File: config.mk
export PLATFORM = sky130hd
export DESIGN_NAME = alarm_bank
export DESIGN_NICKNAME = d
export VERILOG_FILES = /design/src/rtl/alarm_bank.sv
export SDC_FILE = /design/constraint.sdc
export NUM_CORES = 1
export LEC_CHECK = 0
export ABC_AREA = 1
export BUFFER_PORTS_ARGS = -buffer_cell sky130_fd_sc_hd__buf_2
export CORE_MARGIN = 10
export CORE_UTILIZATION = 35
export DETAILED_ROUTE_END_ITERATION = 6
export PLACE_DENSITY = 0.57
export RECOVER_POWER = 50
export SYNTH_ARGS = -nofsm -noshare
export SYNTH_HDL_FRONTEND = slang
export SYNTH_SLANG_ARGS = --single-unit
File: constraint.sdc
create_clock -name clk -period 4.8 [get_ports clk]
set_clock_uncertainty 0.15 [all_clocks]
set_input_delay 0.96 -clock clk [delete_from_list [all_inputs] [get_ports clk]]
set_output_delay 0.96 -clock clk [all_outputs]
set_load 0.005 [all_outputs]
File: src/rtl/alarm_bank.sv
// Purpose : bank of N_ALARM wake alarms with snooze, ring timeout, do-not-disturb and sticky missed flags.
// Latency : ring rises one cycle after the matching sec_tick; writes and requests take effect at the next edge.
// Backpr. : none; every strobe is consumed in the cycle it arrives, and rejected writes are reported on wr_err.
//
// Ports:
//   clk, rst_n                 clock, asynchronous active-low reset
//   sec_tick                   one-cycle pulse per second; hour/minute/second/week already valid that cycle
//   hour, minute, second, week current time (week 0 = Sunday)
//   quiet                      do-not-disturb level
//   wr_en, wr_idx, wr_hour,
//   wr_min, wr_days, wr_on     slot programming strobe and payload
//   stop, snooze               one-cycle user requests
//   ring, ring_idx, snoozing   tone enable, active slot, snooze indication
//   missed                     sticky per-slot missed flags
//   wr_err                     one-cycle pulse for a rejected write
module alarm_bank #(
  parameter int N_ALARM    = 4,
  parameter int SNOOZE_MIN = 5,
  parameter int MAX_SNOOZE = 3,
  parameter int RING_SEC   = 60,
  parameter int IW         = (N_ALARM > 1) ? $clog2(N_ALARM) : 1
) (
  input  logic               clk,
  input  logic               rst_n,
  input  logic               sec_tick,
  input  logic [4:0]         hour,
  input  logic [5:0]         minute,
  input  logic [5:0]         second,
  input  logic [2:0]         week,
  input  logic               quiet,
  input  logic               wr_en,
  input  logic [IW-1:0]      wr_idx,
  input  logic [4:0]         wr_hour,
  input  logic [5:0]         wr_min,
  input  logic [6:0]         wr_days,
  input  logic               wr_on,
  input  logic               stop,
  input  logic               snooze,
  output logic               ring,
  output logic [IW-1:0]      ring_idx,
  output logic               snoozing,
  output logic [N_ALARM-1:0] missed,
  output logic               wr_err
);

  localparam int WW = $clog2(SNOOZE_MIN * 60 + 1);
  localparam int SW = (MAX_SNOOZE > 0) ? $clog2(MAX_SNOOZE + 1) : 1;

  localparam logic [WW-1:0] WAIT_LOAD = WW'(SNOOZE_MIN * 60);
  localparam logic [WW-1:0] WAIT_LAST = WW'(1);
  localparam logic [SW-1:0] SNZ_MAX   = SW'(MAX_SNOOZE);
  localparam logic [7:0]    RING_LAST = 8'(RING_SEC - 1);

  typedef enum logic [1:0] {
    IDLE    = 2'd0,
    RINGING = 2'd1,
    SNOOZE  = 2'd2
  } state_t;

  // slot storage
  logic [4:0]         alm_hour [N_ALARM];
  logic [5:0]         alm_min  [N_ALARM];
  logic [6:0]         alm_days [N_ALARM];
  logic [N_ALARM-1:0] alm_on;

  // FSM and counters
  state_t             state_q, state_d;
  logic [IW-1:0]      ring_idx_q, ring_idx_d;
  logic [7:0]         ring_cnt_q, ring_cnt_d;
  logic [SW-1:0]      snz_cnt_q, snz_cnt_d;
  logic [WW-1:0]      wait_cnt_q, wait_cnt_d;
  logic [N_ALARM-1:0] missed_q, missed_d;
  logic               quiet_q;
  logic               wr_err_q;

  logic               idx_ok;
  logic               wr_ok;
  logic               quiet_rise;
  logic [N_ALARM-1:0] match;
  logic               win_vld;
  logic [IW-1:0]      win_idx;

  // Index range check only exists when the index field can encode missing slots.
  generate
    if ((1 << IW) > N_ALARM) begin : g_idx_chk
      assign idx_ok = (wr_idx < IW'(N_ALARM));
    end else begin : g_idx_full
      assign idx_ok = 1'b1;
    end
  endgenerate

  assign wr_ok      = wr_en & idx_ok & (wr_hour <= 5'd23) & (wr_min <= 6'd59);
  assign quiet_rise = quiet & ~quiet_q;

  always_comb begin
    match = '0;
    for (int i = 0; i < N_ALARM; i++) begin
      match[i] = sec_tick && (second == 6'd0) && alm_on[i] && alm_days[i][week] &&
                 (hour == alm_hour[i]) && (minute == alm_min[i]);
    end
  end

  // Lowest matching index wins; scan downwards so the last hit kept is the lowest.
  always_comb begin
    win_idx = '0;
    for (int i = N_ALARM - 1; i >= 0; i--) begin
      if (match[i]) begin
        win_idx = IW'(i);
      end
    end
  end

  assign win_vld = |match;

  always_comb begin
    state_d    = state_q;
    ring_idx_d = ring_idx_q;
    ring_cnt_d = ring_cnt_q;
    snz_cnt_d  = snz_cnt_q;
    wait_cnt_d = wait_cnt_q;
    missed_d   = missed_q;

    case (state_q)
      IDLE: begin
        missed_d = missed_q | match;
        if (win_vld && !quiet) begin
          // the winner rings rather than being missed
          missed_d[win_idx] = missed_q[win_idx];
          state_d    = RINGING;
          ring_idx_d = win_idx;
          ring_cnt_d = '0;
          snz_cnt_d  = '0;
        end
      end

      RINGING: begin
        missed_d = missed_q | match;
        if (stop) begin
          state_d = IDLE;
        end else if (quiet_rise) begin
          state_d = IDLE;
        end else if (snooze) begin
          if (snz_cnt_q < SNZ_MAX) begin
            state_d    = SNOOZE;
            snz_cnt_d  = snz_cnt_q + SW'(1);
            wait_cnt_d = WAIT_LOAD;
          end else begin
            state_d = IDLE;
          end
        end else if (sec_tick) begin
          if (ring_cnt_q == RING_LAST) begin
            // nobody answered: auto-stop and remember it
            state_d              = IDLE;
            missed_d[ring_idx_q] = 1'b1;
          end else begin
            ring_cnt_d = ring_cnt_q + 8'd1;
          end
        end
      end

      SNOOZE: begin
        missed_d = missed_q | match;
        if (stop || quiet) begin
          state_d = IDLE;
        end else if (sec_tick) begin
          if (wait_cnt_q == WAIT_LAST) begin
            state_d    = RINGING;
            ring_cnt_d = '0;
          end else begin
            wait_cnt_d = wait_cnt_q - WW'(1);
          end
        end
      end

      default: state_d = IDLE;
    endcase

    // Reprogramming a slot overrides everything else for that slot,
    // including an auto-stop missed flag raised in the same cycle.
    if (wr_ok) begin
      missed_d[wr_idx] = 1'b0;
      if ((state_q != IDLE) && (wr_idx == ring_idx_q)) begin
        state_d = IDLE;
      end
    end
  end

  always_ff @(posedge clk or negedge rst_n) begin
    if (!rst_n) begin
      state_q    <= IDLE;
      ring_idx_q <= '0;
      ring_cnt_q <= '0;
      snz_cnt_q  <= '0;
      wait_cnt_q <= '0;
      missed_q   <= '0;
      quiet_q    <= 1'b0;
      wr_err_q   <= 1'b0;
    end else begin
      state_q    <= state_d;
      ring_idx_q <= ring_idx_d;
      ring_cnt_q <= ring_cnt_d;
      snz_cnt_q  <= snz_cnt_d;
      wait_cnt_q <= wait_cnt_d;
      missed_q   <= missed_d;
      quiet_q    <= quiet;
      wr_err_q   <= wr_en & ~wr_ok;
    end
  end

  always_ff @(posedge clk or negedge rst_n) begin
    if (!rst_n) begin
      for (int i = 0; i < N_ALARM; i++) begin
        alm_hour[i] <= '0;
        alm_min[i]  <= '0;
        alm_days[i] <= '0;
      end
      alm_on <= '0;
    end else if (wr_ok) begin
      alm_hour[wr_idx] <= wr_hour;
      alm_min[wr_idx]  <= wr_min;
      alm_days[wr_idx] <= wr_days;
      alm_on[wr_idx]   <= wr_on;
    end
  end

  // all outputs come straight from registers
  assign ring     = (state_q == RINGING);
  assign snoozing = (state_q == SNOOZE);
  assign ring_idx = ring_idx_q;
  assign missed   = missed_q;
  assign wr_err   = wr_err_q;

endmodule

==> flow_results.xml <==
<?xml version="1.0" encoding="UTF-8"?>
<metrics>
  <group name="yosys">
    <metric name="async_flop_share" unit="%">100</metric>
    <metric name="ys_types" unit="">42</metric>
    <metric name="synthesis.nets" unit="">937</metric>
    <metric name="yosys_register_bits" unit="">105</metric>
    <metric name="synthFlopType" unit="">sky130_fd_sc_hd__dfrtp_1</metric>
    <metric name="cells_after_synth" unit="">885</metric>
    <metric name="mappedNetlistArea" unit="um2">6180</metric>
    <metric name="top_cells_by_area_synth" unit="">sky130_fd_sc_hd__dfrtp_1, sky130_fd_sc_hd__nand2_1, sky130_fd_sc_hd__inv_1</metric>
    <metric name="synth_seq_area_share" unit="%">42.5</metric>
    <metric name="synth_edf_count" unit="">0</metric>
    <metric name="synth_top_area_share" unit="%">42.5</metric>
    <metric name="synth_warn" unit="">0</metric>
    <metric name="synth_top_area_cell" unit="">sky130_fd_sc_hd__dfrtp_1</metric>
    <metric name="post_synth.cell_area_avg" unit="um2">6.98</metric>
  </group>
  <group name="cells_and_area">
    <metric name="fin_util" unit="%">40.3</metric>
    <metric name="multi_input_comb_area" unit="um2">2900</metric>
    <metric name="final_net_count" unit="">986</metric>
    <metric name="drive_above_1_share" unit="%">10.3</metric>
    <metric name="num_antenna_cells" unit="">0</metric>
    <metric name="post-route-cell-area" unit="um2">6970</metric>
    <metric name="syn2layout_area_growth" unit="%">12.8</metric>
    <metric name="final-seq-area" unit="um2">2630</metric>
    <metric name="total_of_fill_cells_in_the_finished_design" unit="">1878</metric>
  </group>
  <group name="place">
    <metric name="post-dp-hpwl" unit="mm">13.6</metric>
    <metric name="port-buffer-count" unit="">56</metric>
    <metric name="place_area" unit="um2">6670</metric>
    <metric name="dpl_worst_slack" unit="ps">1690</metric>
    <metric name="routabilityCongestion" unit="">1.00</metric>
  </group>
  <group name="route">
    <metric name="dr_total_vias" unit="">5538</metric>
    <metric name="route.detailed.drc" unit="">0</metric>
    <metric name="drt-initial-drc-count" unit="">414</metric>
    <metric name="route.detailed.wl_per_inst" unit="um">14.9</metric>
    <metric name="wl" unit="mm">17.3</metric>
    <metric name="post_drt_via_cell_ratio" unit="">4.76</metric>
    <metric name="antenna_violating_nets_post_route" unit="">0</metric>
    <metric name="drt_pass1_iterations" unit="">5</metric>
  </group>
  <group name="floorplanning">
    <metric name="dieArea" unit="um2">23400</metric>
    <metric name="initial_core_util" unit="%">35.7</metric>
    <metric name="die_height" unit="um">153</metric>
    <metric name="die_x" unit="um">153</metric>
    <metric name="boundaryPins" unit="">57</metric>
    <metric name="fp.coreArea" unit="um2">17300</metric>
    <metric name="rows" unit="">48</metric>
  </group>
  <group name="pwr">
    <metric name="design_power_total" unit="mW">2.59</metric>
    <metric name="power.leakage" unit="nW">3.65</metric>
    <metric name="pwr_density_cell" unit="nW/um2">372</metric>
    <metric name="power.ir.vdd_worst" unit="mV">0.164</metric>
  </group>
  <group name="critical_path">
    <metric name="critical_path.slowest_cell" unit="">sky130_fd_sc_hd__nor4_1</metric>
    <metric name="required_time_of_the_critical_path" unit="ps">4930</metric>
    <metric name="worstSetupStartpointType" unit="">input pin</metric>
    <metric name="critical-path-max-stage-delay" unit="ps">540</metric>
    <metric name="crit_path_cell_trace" unit="">buf_2 -&gt; inv_1 -&gt; nor4_1 -&gt; nor2_1 -&gt; nand2_1 -&gt; buf_4 -&gt; o21ai_0 -&gt; a21oi_1</metric>
    <metric name="critPathKind" unit="">in2reg</metric>
    <metric name="critical_path.endpoint_type" unit="">flop</metric>
    <metric name="worstPathMaxFanout" unit="">21</metric>
    <metric name="cp.arrival" unit="ps">2930</metric>
  </group>
  <group name="global_routing">
    <metric name="antenna_found_initial" unit="">0</metric>
    <metric name="overflow_left_after_global_routing" unit="">0</metric>
    <metric name="grt_util_all_layers" unit="%">14.9</metric>
    <metric name="grt_first_pass_wirelength" unit="mm">28.5</metric>
    <metric name="first_global_vias" unit="">5387</metric>
    <metric name="grt_start_max_net_pins" unit="">53</metric>
  </group>
  <group name="sta">
    <metric name="post-route-worst-setup-slack" unit="ps">2000</metric>
    <metric name="timing.max_slew.rel_slack" unit="%">12.5</metric>
    <metric name="fin_tns_setup" unit="ps">0</metric>
    <metric name="rsz0062_at_grt" unit="">false</metric>
    <metric name="worst_slew_pin_slew" unit="ps">1310</metric>
    <metric name="timing.final.max_slew_violations" unit="">0</metric>
    <metric name="fmax" unit="MHz">357</metric>
    <metric name="finalSetupViolations" unit="">0</metric>
    <metric name="timing.final.crit_share" unit="%">58.3</metric>
    <metric name="timing.final.crit_period" unit="ps">2800</metric>
    <metric name="timing_hold_violations_final" unit="">0</metric>
  </group>
  <group name="status">
    <metric name="run_status" unit="">finished clean</metric>
  </group>
  <group name="hold_path">
    <metric name="holdCritPathClass" unit="">reg2reg</metric>
  </group>
  <group name="clock_tree">
    <metric name="clk_root_buffer_cell" unit="">sky130_fd_sc_hd__clkbuf_16</metric>
    <metric name="htree_num_levels" unit="">3</metric>
    <metric name="clk-insertion-delay-late" unit="ps">350</metric>
    <metric name="cts_tree" unit="">done</metric>
    <metric name="cts_made_buffers" unit="">9</metric>
    <metric name="cts.repair.resized" unit="">0</metric>
    <metric name="clock_path_buffers" unit="">2</metric>
    <metric name="cts_hold_repair.buffers" unit="">0</metric>
    <metric name="clkSlewWorstSetupHoldPaths" unit="ps">70</metric>
    <metric name="numClockSinks" unit="">105</metric>
    <metric name="postCtsSetupBuffers" unit="">0</metric>
  </group>
  <group name="job">
    <metric name="max_cap_violations" unit="">0</metric>
  </group>
</metrics>
-- Yosys cell counts (all sizes together), types with 2 or more instances --
master   instances
a21oi           25
a22oi            3
buf             11
clkbuf          13
dfrtp          105
ha               4
inv            140
mux2i            2
nand2          290
nand3           59
nand3b           2
nand4           17
nor2            68
nor3            10
nor3b            3
nor4             2
o2111ai          3
o211ai           6
o21a             3
o21ai           92
o31ai            5
or2              4
xnor2            7
xor2             7
-- routing by layer --
metal	GRT usage [%]	share of wire, %	up-vias
li1	-	-	2889
met1	20.6	50	2526
met2	23.1	44	107
met3	2.69	4.3	16
met4	4.54	1.6	0
met5	0	0	-
-- flip-flops by register name (all words and copies together) (netlist names) --
name and count:
alm_hour 20, ring_idx 2, wr_err 1, alm_min 24
alm_on 4, wait_cnt_q 9, snz_cnt_q 2, quiet_q 1
missed 4, ring_cnt_q 8, alm_days 28, state_q 2
-- power by group --
group,switching [mW],total [mW],internal [mW],leakage (nW)
registers,0.130,1.19,1.06,1.31
clock network,0.335,0.772,0.437,0.150
logic,0.403,0.628,0.225,2.19
total,0.868,2.59,1.72,3.65
-- worst max-delay path, delay by kind of cell --
family / cells / cell delay (ps)
AOI/OAI and AO/OA: 2 / 240
buffers and inverters: 3 / 490
and+or+nand+nor: 3 / 1220
-- cell usage in the layout (no fill, tap or decap), drive strengths merged, types with 2 or more instances in the layout --
cell type	count
nand2	290
inv	141
dfrtp	105
o21ai	92
nor2	68
nand3	59
buf	57
a21oi	25
clkbuf	18
nand4	17
nor3	10
xnor2	7
xor2	7
o211ai	6
o31ai	5
or2	4
ha	4
o2111ai	3
nor3b	3
o21a	3
a22oi	3
nand3b	2
nor4	2
mux2i	2
-- worst paths after layout --
| check | startpoint | endpoint | slack (ps) | cells past startpoint |
|---|---|---|---|---|
| max | wr_min[2] | missed[0] | 2000 | 8 |
| min | wait_cnt_q[3] | wait_cnt_q[3] | 330 | 1 |
| max reg2reg | alm_hour[9] | missed[3] | 2610 | 14 |
| min reg2reg | wait_cnt_q[3] | wait_cnt_q[3] | 330 | 1 |
| max in group asynchronous | rst_n | alm_days[13] | 2260 | 2 |
| min in group asynchronous | rst_n | alm_hour[13] | 490 | 1 |
-- layout make-up --
cell class | count | area share [%]
multi-input cells | 616 | 41.6
clock inverters | 3 | 0.682
well taps | 225 | 4.04
clock buffers | 13 | 3.73
flip-flops and latches | 105 | 37.7
inverters | 140 | 7.65
repair buffers | 62 | 4.56
-- logic make-up after synthesis --
logic type / share of synthesized area [%]
compound gates: 12.3
xor+xnor: 1.98
fa+ha+maj: 0.810
buf+inv: 10.6
flops: 42.5
mux: 0.324
simple gates: 31.5
-- metrics by stage --
stage	cells	hold WS [ps]
CTS	1164	291
finish	1164	332
detailed placement	1148	318
global route	1164	353
global placement	1148	315
floorplan	885	295
No activity file was read; power rests on OpenSTA's default activity.
